### config.mk
export PLATFORM = sky130hd
export DESIGN_NAME = sha256_msg_padder_flat
export DESIGN_NICKNAME = d
export VERILOG_FILES = /design/src/rtl/sha256_msg_padder_if.sv /design/src/rtl/sha256_msg_padder.sv /design/src/flat_wrapper.sv
export SDC_FILE = /design/constraint.sdc
export NUM_CORES = 1
export LEC_CHECK = 0
export ABC_AREA = 1
export CAP_MARGIN = 20
export CORE_MARGIN = 2
export CORE_UTILIZATION = 48
export CTS_BUF_LIST = sky130_fd_sc_hd__clkbuf_4 sky130_fd_sc_hd__clkbuf_8 sky130_fd_sc_hd__clkbuf_16
export CTS_CLUSTER_DIAMETER = 200
export DETAILED_ROUTE_END_ITERATION = 8
export PLACE_DENSITY = 0.71
export SYNTH_ARGS = -nofsm -noshare
export SYNTH_HDL_FRONTEND = slang
export SYNTH_SLANG_ARGS = --single-unit
export TNS_END_PERCENT = 20
### constraint.sdc
create_clock -name clk -period 1.86 [get_ports clk]
set_input_delay 0.558 -clock clk [delete_from_list [all_inputs] [get_ports clk]]
set_output_delay 0.558 -clock clk [all_outputs]
set_load 0.01 [all_outputs]
### src/rtl/sha256_msg_padder_if.sv
// Byte-in / padded-word-out handshake bundle for the SHA-256 message padder.
interface sha256_msg_padder_if;
  logic [7:0]  s_data;
  logic        s_valid;
  logic        s_last;
  logic        s_empty;
  logic        s_ready;
  logic [31:0] m_word;
  logic        m_valid;
  logic        m_ready;
  logic        m_first;
  logic        m_block_last;
  logic        m_msg_last;

  modport slave (
    input  s_data, s_valid, s_last, s_empty, m_ready,
    output s_ready, m_word, m_valid,
    output m_first, m_block_last, m_msg_last
  );

  modport master (
    output s_data, s_valid, s_last, s_empty, m_ready,
    input  s_ready, m_word, m_valid,
    input  m_first, m_block_last, m_msg_last
  );
endinterface

### src/rtl/sha256_msg_padder.sv
// SHA-256 message padder: packs bytes into big-endian words, appends 0x80/zeros/length.
// SHA256_PAD_BLKCNT_EN adds the blk_cnt output (blocks handed off in this message).
module sha256_msg_padder #(
  parameter int LEN_W = 32
) (
  input  logic clk,
  input  logic reset_n,
  sha256_msg_padder_if.slave bus,
  output logic err_ovf
`ifdef SHA256_PAD_BLKCNT_EN
  ,
  output logic [15:0] blk_cnt
`endif
);

  typedef enum logic [1:0] {
    S_DATA,
    S_PAD80,
    S_ZERO,
    S_LEN
  } state_t;

  state_t             r_state;
  state_t             w_nx;
  logic               r_rdy;
  logic [5:0]         r_pos;
  logic [23:0]        r_asm;
  logic [LEN_W-1:0]   r_cnt;
  logic [2:0]         r_lidx;
  logic [31:0]        r_word;
  logic               r_valid;
  logic               r_first;
  logic               r_blast;
  logic               r_mlast;
  logic               r_ovf;

  logic               w_ok;
  logic               w_sready;
  logic               w_acc;
  logic               w_take;
  logic [7:0]         w_byte;
  logic [5:0]         w_pos_nx;
  logic [63:0]        w_len;
  logic [7:0]         w_lbyte;
  logic               w_hs;

  assign w_pos_nx = r_pos + 6'd1;
  assign w_len    = {{(61-LEN_W){1'b0}}, r_cnt, 3'b000};
  assign w_lbyte  = w_len[{~r_lidx, 3'b000} +: 8];
  assign w_hs     = r_valid && bus.m_ready;

  // Only the word-completing byte can collide with a held output word
  assign w_ok     = (r_pos[1:0] != 2'd3) || !r_valid || bus.m_ready;
  assign w_sready = r_rdy && (r_state == S_DATA) && w_ok;
  assign w_acc    = bus.s_valid && w_sready;

  always_comb begin
    w_nx   = r_state;
    w_take = 1'b0;
    w_byte = 8'h00;
    unique case (r_state)
      S_DATA: begin
        w_take = w_acc && !bus.s_empty;
        w_byte = bus.s_data;
        if (w_acc && bus.s_last) w_nx = S_PAD80;
      end
      S_PAD80: begin
        w_take = w_ok;
        w_byte = 8'h80;
        if (w_ok) w_nx = (w_pos_nx == 6'd56) ? S_LEN : S_ZERO;
      end
      S_ZERO: begin
        w_take = w_ok;
        if (w_ok && w_pos_nx == 6'd56) w_nx = S_LEN;
      end
      S_LEN: begin
        w_take = w_ok;
        w_byte = w_lbyte;
        if (w_ok && r_lidx == 3'd7) w_nx = S_DATA;
      end
      default: w_nx = S_DATA;
    endcase
  end

  always_ff @(posedge clk or negedge reset_n) begin
    if (!reset_n) begin
      r_state <= S_DATA;
      r_rdy   <= 1'b0;
      r_pos   <= '0;
      r_asm   <= '0;
      r_cnt   <= '0;
      r_lidx  <= '0;
      r_word  <= '0;
      r_valid <= 1'b0;
      r_first <= 1'b0;
      r_blast <= 1'b0;
      r_mlast <= 1'b0;
      r_ovf   <= 1'b0;
    end else begin
      r_rdy   <= 1'b1;
      r_state <= w_nx;
      if (w_hs) r_valid <= 1'b0;
      if (w_take) begin
        r_pos <= w_pos_nx;
        if (r_pos[1:0] == 2'd3) begin
          r_word  <= {r_asm, w_byte};
          r_valid <= 1'b1;
          r_first <= (r_pos[5:2] == 4'd0);
          r_blast <= (r_pos[5:2] == 4'd15);
          r_mlast <= (r_pos[5:2] == 4'd15) && (r_state == S_LEN);
        end else begin
          r_asm <= {r_asm[15:0], w_byte};
        end
      end
      // Saturate rather than wrap so the length field never shrinks
      if (w_take && r_state == S_DATA) begin
        if (&r_cnt) r_ovf <= 1'b1;
        else        r_cnt <= r_cnt + 1'b1;
      end
      if (w_take && r_state == S_LEN) begin
        r_lidx <= r_lidx + 3'd1;
        if (r_lidx == 3'd7) begin
          r_cnt <= '0;
          r_pos <= '0;
        end
      end
    end
  end

`ifdef SHA256_PAD_BLKCNT_EN
  logic [15:0] r_blk;

  always_ff @(posedge clk or negedge reset_n) begin
    if (!reset_n) begin
      r_blk <= '0;
    end else if (w_hs && r_blast) begin
      r_blk <= r_mlast ? 16'd0 : r_blk + 16'd1;
    end
  end

  assign blk_cnt = r_blk;
`endif

  assign bus.s_ready      = w_sready;
  assign bus.m_word       = r_word;
  assign bus.m_valid      = r_valid;
  assign bus.m_first      = r_first;
  assign bus.m_block_last = r_blast;
  assign bus.m_msg_last   = r_mlast;
  assign err_ovf          = r_ovf;

endmodule

### src/flat_wrapper.sv
// flat-port wrapper written by rule: the top's interface ports become plain ports
module sha256_msg_padder_flat 
#(
  parameter int LEN_W = 32
)
  (clk, reset_n, err_ovf, bus_s_data, bus_s_valid, bus_s_last, bus_s_empty, bus_m_ready, bus_s_ready, bus_m_word, bus_m_valid, bus_m_first, bus_m_block_last, bus_m_msg_last);
  sha256_msg_padder_if bus_i ();
  input  logic clk;
  input  logic reset_n;
  output logic err_ovf;
  input wire logic [$bits(bus_i.s_data)-1:0] bus_s_data;
  input wire logic [$bits(bus_i.s_valid)-1:0] bus_s_valid;
  input wire logic [$bits(bus_i.s_last)-1:0] bus_s_last;
  input wire logic [$bits(bus_i.s_empty)-1:0] bus_s_empty;
  input wire logic [$bits(bus_i.m_ready)-1:0] bus_m_ready;
  output wire logic [$bits(bus_i.s_ready)-1:0] bus_s_ready;
  output wire logic [$bits(bus_i.m_word)-1:0] bus_m_word;
  output wire logic [$bits(bus_i.m_valid)-1:0] bus_m_valid;
  output wire logic [$bits(bus_i.m_first)-1:0] bus_m_first;
  output wire logic [$bits(bus_i.m_block_last)-1:0] bus_m_block_last;
  output wire logic [$bits(bus_i.m_msg_last)-1:0] bus_m_msg_last;
  assign bus_i.s_data = bus_s_data;
  assign bus_i.s_valid = bus_s_valid;
  assign bus_i.s_last = bus_s_last;
  assign bus_i.s_empty = bus_s_empty;
  assign bus_i.m_ready = bus_m_ready;
  assign bus_s_ready = bus_i.s_ready;
  assign bus_m_word = bus_i.m_word;
  assign bus_m_valid = bus_i.m_valid;
  assign bus_m_first = bus_i.m_first;
  assign bus_m_block_last = bus_i.m_block_last;
  assign bus_m_msg_last = bus_i.m_msg_last;
  sha256_msg_padder #(.LEN_W(LEN_W)) u_core (.clk(clk), .reset_n(reset_n), .bus(bus_i), .err_ovf(err_ovf));
endmodule
# --- After elaboration in Yosys (flattened, before gate mapping) ---
# Index checks and enable logic that the tools add are counted.
# Widths: inputs -> output; s select.
word_totals:
  elab_cells: 71
  out_inout_bits: 38
  input_bits: 14
  register_bits: 105
op_classes:
  eq_ne: 12
  muxes: 18
  bitwise_logic: 2
  addsub: 3
  n_reduce_logical: 23
  shift: 1
ops:
  columns: ["op", "count"]
  rows:
  - ["$mux 32", 4]
  - ["$shiftx 64x7->8", 1]
  - ["$reduce_and 33->1", 1]
  - ["$add 32x1->32 const B", 1]
  - ["$reduce_and 32->1", 1]
  - ["$pmux 8 s3", 1]
  - ["$mux 6", 3]
  - ["$logic_and 1x1->1", 11]
  - ["$mux 2", 4]
  - ["$ne 2x1->1 const B", 4]
  - ["$pmux 2 s4", 1]
  - ["$add 6x1->6 const B", 1]
  - ["$eq 2x2->1 const B", 3]
  - ["$eq 6x6->1 const B", 1]
  - ["$eq 4x4->1 const B", 1]
  - ["$logic_not 4->1", 1]
  - ["$mux 1", 4]
  - ["$reduce_and 2->1", 2]
  - ["$reduce_and 4->1", 1]
  - ["$add 3x1->3 const B", 1]
  - ["$eq 3x3->1 const B", 1]
  - ["$not 3->3", 1]
  - ["$reduce_or 3->1", 1]
  - ["$eq 2x1->1 const B", 1]
  - ["other kinds (6)", 8]

# --- Logic depth before layout (Yosys ltp) ---
logic_depth:
  depth_word: 11
  ltp_mapped: 13
  mapped_depth_nobuf: 13

# --- Worst setup path after synthesis ---
# No wires, ideal clock.
synth_path:
  path_kind: "register to register"
  from: "reg u_core.r_state[0]"
  to: "reg u_core.r_pos[5]"
  period_less_slack_ns: 1.755
  setup_time_ns: 0.120
  path_stages_with_launch: 13
  required_ns: 1.740
  path_slack_ns: 0.105
  arrival_ns: 1.635
  n_path_buf: 1
  cell_sequence: "dfrtp_1 -> inv_1 -> ha_1 -> inv_1 -> nor2_1 -> nand4_2 -> nand2_4 -> inv_6 -> nor2_8 -> nand2_4 -> inv_2 -> buf_6 -> nor2_1"
synth_between:
  elab_chain_len: 9
  word_cells_on_any_way: 14
  classes_between: "eq/ne: 3; mux: 4; reduce/logical: 7"
synth_rtl:
  columns: ["item", "line_no", "source"]
  rows:
  - ["from (decl)", "sha256_msg_padder.sv:23", "state_t r_state;"]
  - ["from (signal assigned)", "sha256_msg_padder.sv:101", "r_state <= w_nx;"]
  - ["$logic_not 2->1", "sha256_msg_padder.sv:54, sha256_msg_padder.sv:61", null]
  - ["$logic_and 1x1->1 (2 in series)", "sha256_msg_padder.sv:54", "assign w_sready = r_rdy && (r_state == S_DATA) && w_ok;"]
  - ["$logic_and 1x1->1", "sha256_msg_padder.sv:55", "assign w_acc = bus.s_valid && w_sready;"]
  - ["$logic_and 1x1->1", "sha256_msg_padder.sv:63", "w_take = w_acc && !bus.s_empty;"]
  - ["$pmux 1 s2", "sha256_msg_padder.sv:61", "unique case (r_state)"]
  - ["$mux 6", "sha256_msg_padder.sv:103", "if (w_take) begin"]
  - ["$mux 6", "sha256_msg_padder.sv:122", "if (r_lidx == 3'd7) begin"]
  - ["$mux 6 *", "sha256_msg_padder.sv:120", "if (w_take && r_state == S_LEN) begin"]
  - ["to (signal assigned)", "sha256_msg_padder.sv:104", "r_pos <= w_pos_nx;"]
  - ["to (decl)", "sha256_msg_padder.sv:26", "logic [5:0] r_pos;"]
# Mark *: on every way between the ends. The rest lies on a longest branch, timed or not.
# A chain may end at the register's enable or synchronous reset.

# --- Worst setup path after layout ---
layout_path:
  from: "reg u_core.r_pos[0]"
  to: "out bus_s_ready"
layout_between:
  elab_chain_len: 4
layout_rtl:
  columns: ["item", "line_no", "source"]
  rows:
  - ["$ne 2x2->1", "sha256_msg_padder.sv:53", "assign w_ok = (r_pos[1:0] != 2'd3) || !r_valid || bus.m_ready;"]
  - ["$logic_or 1x1->1 (2 in series)", "sha256_msg_padder.sv:53", null]
  - ["$logic_and 1x1->1", "sha256_msg_padder.sv:54", null]
  - ["to (decl)", "flat_wrapper.sv:16", "output wire logic [$bits(bus_i.s_ready)-1:0] bus_s_ready;"]
# Every way passes these cells.

==> results.py <==
metrics = {
    "power": {
        "clkPwrFrac_pct": 17.6,
        "p_leak_uw": 0.00387,
        "power_frac_seq_pct": 31.4,
        "internal_power_uw": 6280,
        "ir_drop_uv": 691,
        "switching_share_pct": 42.1,
        "powerDensity_nw_per_um2": 1380,
        "power_frac_comb_pct": 50.9,
        "power.net_switching_uw": 4560,
        "p_total_uw": 10800,
    },
    "grt": {
        "grt_pass1_vias": 5418,
        "grt_pass1_wl_mm": 27.0,
        "grt_overflow": 0,
        "grt_max_degree": 46,
        "antenna_found_initial": 0,
        "grt_util_all_layers_pct": 25.7,
    },
    "logic_synthesis": {
        "synth_mux_area_share_pct": 0,
        "synthXorXnorAreaFrac_pct": 2.43,
        "synth_compound_area_share_pct": 12.2,
        "synth_top_family_by_area": "simple AND/OR/NAND/NOR gates",
        "synth_fp_nets": 823,
        "seq_area_frac_synth_pct": 42.9,
        "ys_warn_count": 0,
        "synth_cell_type_count": 42,
        "synthAdderAreaFrac_pct": 2.04,
        "ys_seq_elements": 105,
        "synth_simple_gate_area_share_pct": 32.4,
        "syn_inst": 799,
        "syn_area_per_cell_um2": 7.66,
        "syn_area_um2": 6120,
    },
    "detailed_routing": {
        "wl_per_cell_um": 15.2,
        "ant_nets": 0,
        "vias_per_cell": 5.12,
        "drcViolationCount": 0,
        "firstDrtPassIters": 5,
        "drt_iter0_markers": 422,
        "wl_mm": 16.5,
        "vias": 5572,
    },
    "floorplan": {
        "core_um2": 12500,
        "ioPinCount": 52,
        "die_w_um": 117,
        "die_h_um": 117,
        "rows": 41,
        "dieArea_um2": 13700,
        "initial_core_util_pct": 48.9,
    },
    "layout": {
        "utilization_pct": 62.5,
        "n_fill_cell": 1143,
        "drive_gt1_share_pct": 21.6,
        "regArea_um2": 2630,
        "fin_nets": 935,
        "multi_input_area_um2": 3120,
        "final_cells": 1088,
        "syn2layout_area_growth_pct": 27.9,
        "n_antenna_cell": 0,
        "fin_area_um2": 7830,
    },
    "cts": {
        "cts_buffers": 9,
        "clk_path_buf_depth": 2,
        "clkSinkCount": 105,
        "htree_levels": 3,
        "clkLatencyLatePin_ns": 0.36,
        "cts_root_buffer": "clkbuf_16",
        "clkTransAtPathRegs_ns": 0.08,
        "cts_tree": "built",
    },
    "placement": {
        "io_buffers": 51,
        "dp.cells": 1063,
        "place_area_um2": 7250,
        "hpwlAfterDp_mm": 12.1,
        "gp_congestion": 0.992,
        "pre_cts_ws_ns": -0.614,
    },
    "sta": {
        "skew_ns": 0.00885,
        "report.final.hold_viol_count": 0,
        "fin_crit_sh_pct": 99.0,
        "rsz0062_at_grt": "true",
        "period_minus_slack_ns": 1.84,
        "fmax_mhz": 543,
        "setup_violations": 0,
        "fin_ws_ns": 0.0183,
        "slew_viol_final": 0,
    },
    "critical_path": {
        "critical_path_class": "reg -> out",
        "critPathLaunch": "u_core.r_pos[0]$_DFF_PN0_",
        "critPathMaxFanout": 2,
        "rr_startpoint": "u_core.r_state[1]$_DFFE_PN0P_",
        "rr_worst_depth": 13,
        "cp-end-kind": "output port",
        "path_cells": "ha_4 > nand3_4 > inv_4 > nor2_4 > buf_6",
        "r2r-end": "u_core.r_cnt[18]$_DFF_PN0_",
        "worst-r2r-setup-slack_ns": 0.03,
        "cp.arrival_ns": 1.28,
        "max_stage_delay_ns": 0.42,
        "start_kind": "flip-flop",
        "required_ns": 1.30,
        "slowest_stage": "dfrtp_1",
    },
    "run_status": {
        "outcome": "finished, final reports clean",
    },
    "hold_path": {
        "hold_class": "in -> async",
    },
    "run": {
        "maxCapViolations": 0,
    },
}
## critical path: cells and delay by family, from the launching register on
kind / cells / cell delay (ns)
adder cells (fa/ha/maj): 1 / 0.19
AND/OR/NAND/NOR: 2 / 0.16
buffers and inverters: 2 / 0.16
flip-flops: 1 / 0.42
## cell usage after synthesis, drive strengths merged
library cell | number | area (µm²)
nand3 | 40 | 213
o311ai | 2 | 17.5
a22o | 1 | 8.76
o221ai | 3 | 26.3
buf | 23 | 200
o211ai | 4 | 30.0
a2bb2oi | 2 | 30.0
o21ai | 56 | 322
a31o | 1 | 8.76
ha | 10 | 125
a211oi | 3 | 22.5
xor2 | 14 | 123
clkinv | 1 | 3.75
nand2 | 328 | 1300
nor3 | 7 | 40.0
conb | 1 | 3.75
clkbuf | 4 | 15.0
a21oi | 25 | 189
nand4 | 4 | 31.3
a22oi | 10 | 95.1
inv | 68 | 263
nor2 | 84 | 395
dfrtp | 105 | 2630
xnor2 | 3 | 26.3
## flip-flops by register name, summed over array words and instances, names as in the netlist, 2 cells and up
name,flops
u_core.bus.m_word,32
u_core.r_cnt,32
u_core.r_asm,24
u_core.r_pos,6
u_core.r_lidx,3
u_core.r_state,2
## cell families after synthesis
group | count (synthesis)
simple gates | 463
compound gates | 107
flops | 105
buf+inv | 96
xor+xnor | 17
fa+ha+maj | 10
other cells | 1
## per-stage QoR
| step | hold slack (ns) | TNS [ns] |
|---|---|---|
| after global routing | 0.0955 | -1.27 |
| final | 0.0931 | 0 |
| after detailed placement | 0.459 | -35.99 |
| after CTS | 0.0836 | -0.0357 |
| after global placement | 0.453 | -33.66 |
| after floorplan | 0.262 | 0 |
## layout by cell type, fill, tap and decap left out, types with 4 or more instances in the layout
master / count
a21oi_2: 17
a22oi_2: 5
inv_4: 4
a22oi_1: 5
buf_12: 10
dfrtp_1: 102
nand3_1: 38
o21ai_0: 12
clkdlybuf4s50_1: 33
buf_6: 7
nand2_1: 306
ha_1: 7
inv_2: 11
inv_1: 51
buf_4: 61
nor3_1: 6
nand2_2: 14
nor2_2: 7
o21ai_2: 12
clkbuf_16: 9
inv_6: 4
nand2_4: 7
dlymetal6s2s_1: 14
nor2_4: 8
xor2_1: 14
nor2_1: 67
o21ai_1: 32
a21oi_1: 8
o211ai_1: 4
## layout make-up
cell class              count  area share, %
multi-input cells         598           39.9
flip-flops and latches    105           33.6
repair buffers            128           16.3
inverters                  69           3.63
clock buffers               9           2.88
well taps                 172           2.75
clock inverters             7          0.927
## routing by layer
layer,vias to the layer above,share of wire (%),global-route usage (%)
li1,2752,-,-
met1,2639,45,34.2
met2,150,47,42.2
met3,31,4.9,4.74
met4,0,2.5,9.10
met5,-,0,0
## timing repair
action,4_1_cts,5_1_grt
setup endpoints to repair,39,93
gates resized for setup,26,48
pin swaps,7,11
buffers inserted,5,5
hold buffers,0,0
cloned,1,0
## worst max path at each step
stage,end,slack (ns)
after detailed placement,bus_s_ready,-0.61
after floorplan,u_core.r_pos[5]$_DFF_PN0_,0.11
after global routing,u_core.r_cnt[24]$_DFF_PN0_,-0.06
after CTS,bus_s_ready,-0.04
final,bus_s_ready,0.02
after global placement,bus_s_ready,-0.59
## power by group through the flow
stage          clock [µW]  combinational [µW]  sequential (µW)
2_1_floorplan           0                3100             3440
3_3_place_gp            0                4860             3390
3_5_place_dp            0                4930             3420
4_1_cts              1960                5360             3380
5_1_grt              2050                6090             3480
6_report             1910                5520             3410
No activity file was read; power rests on OpenSTA's default activity.
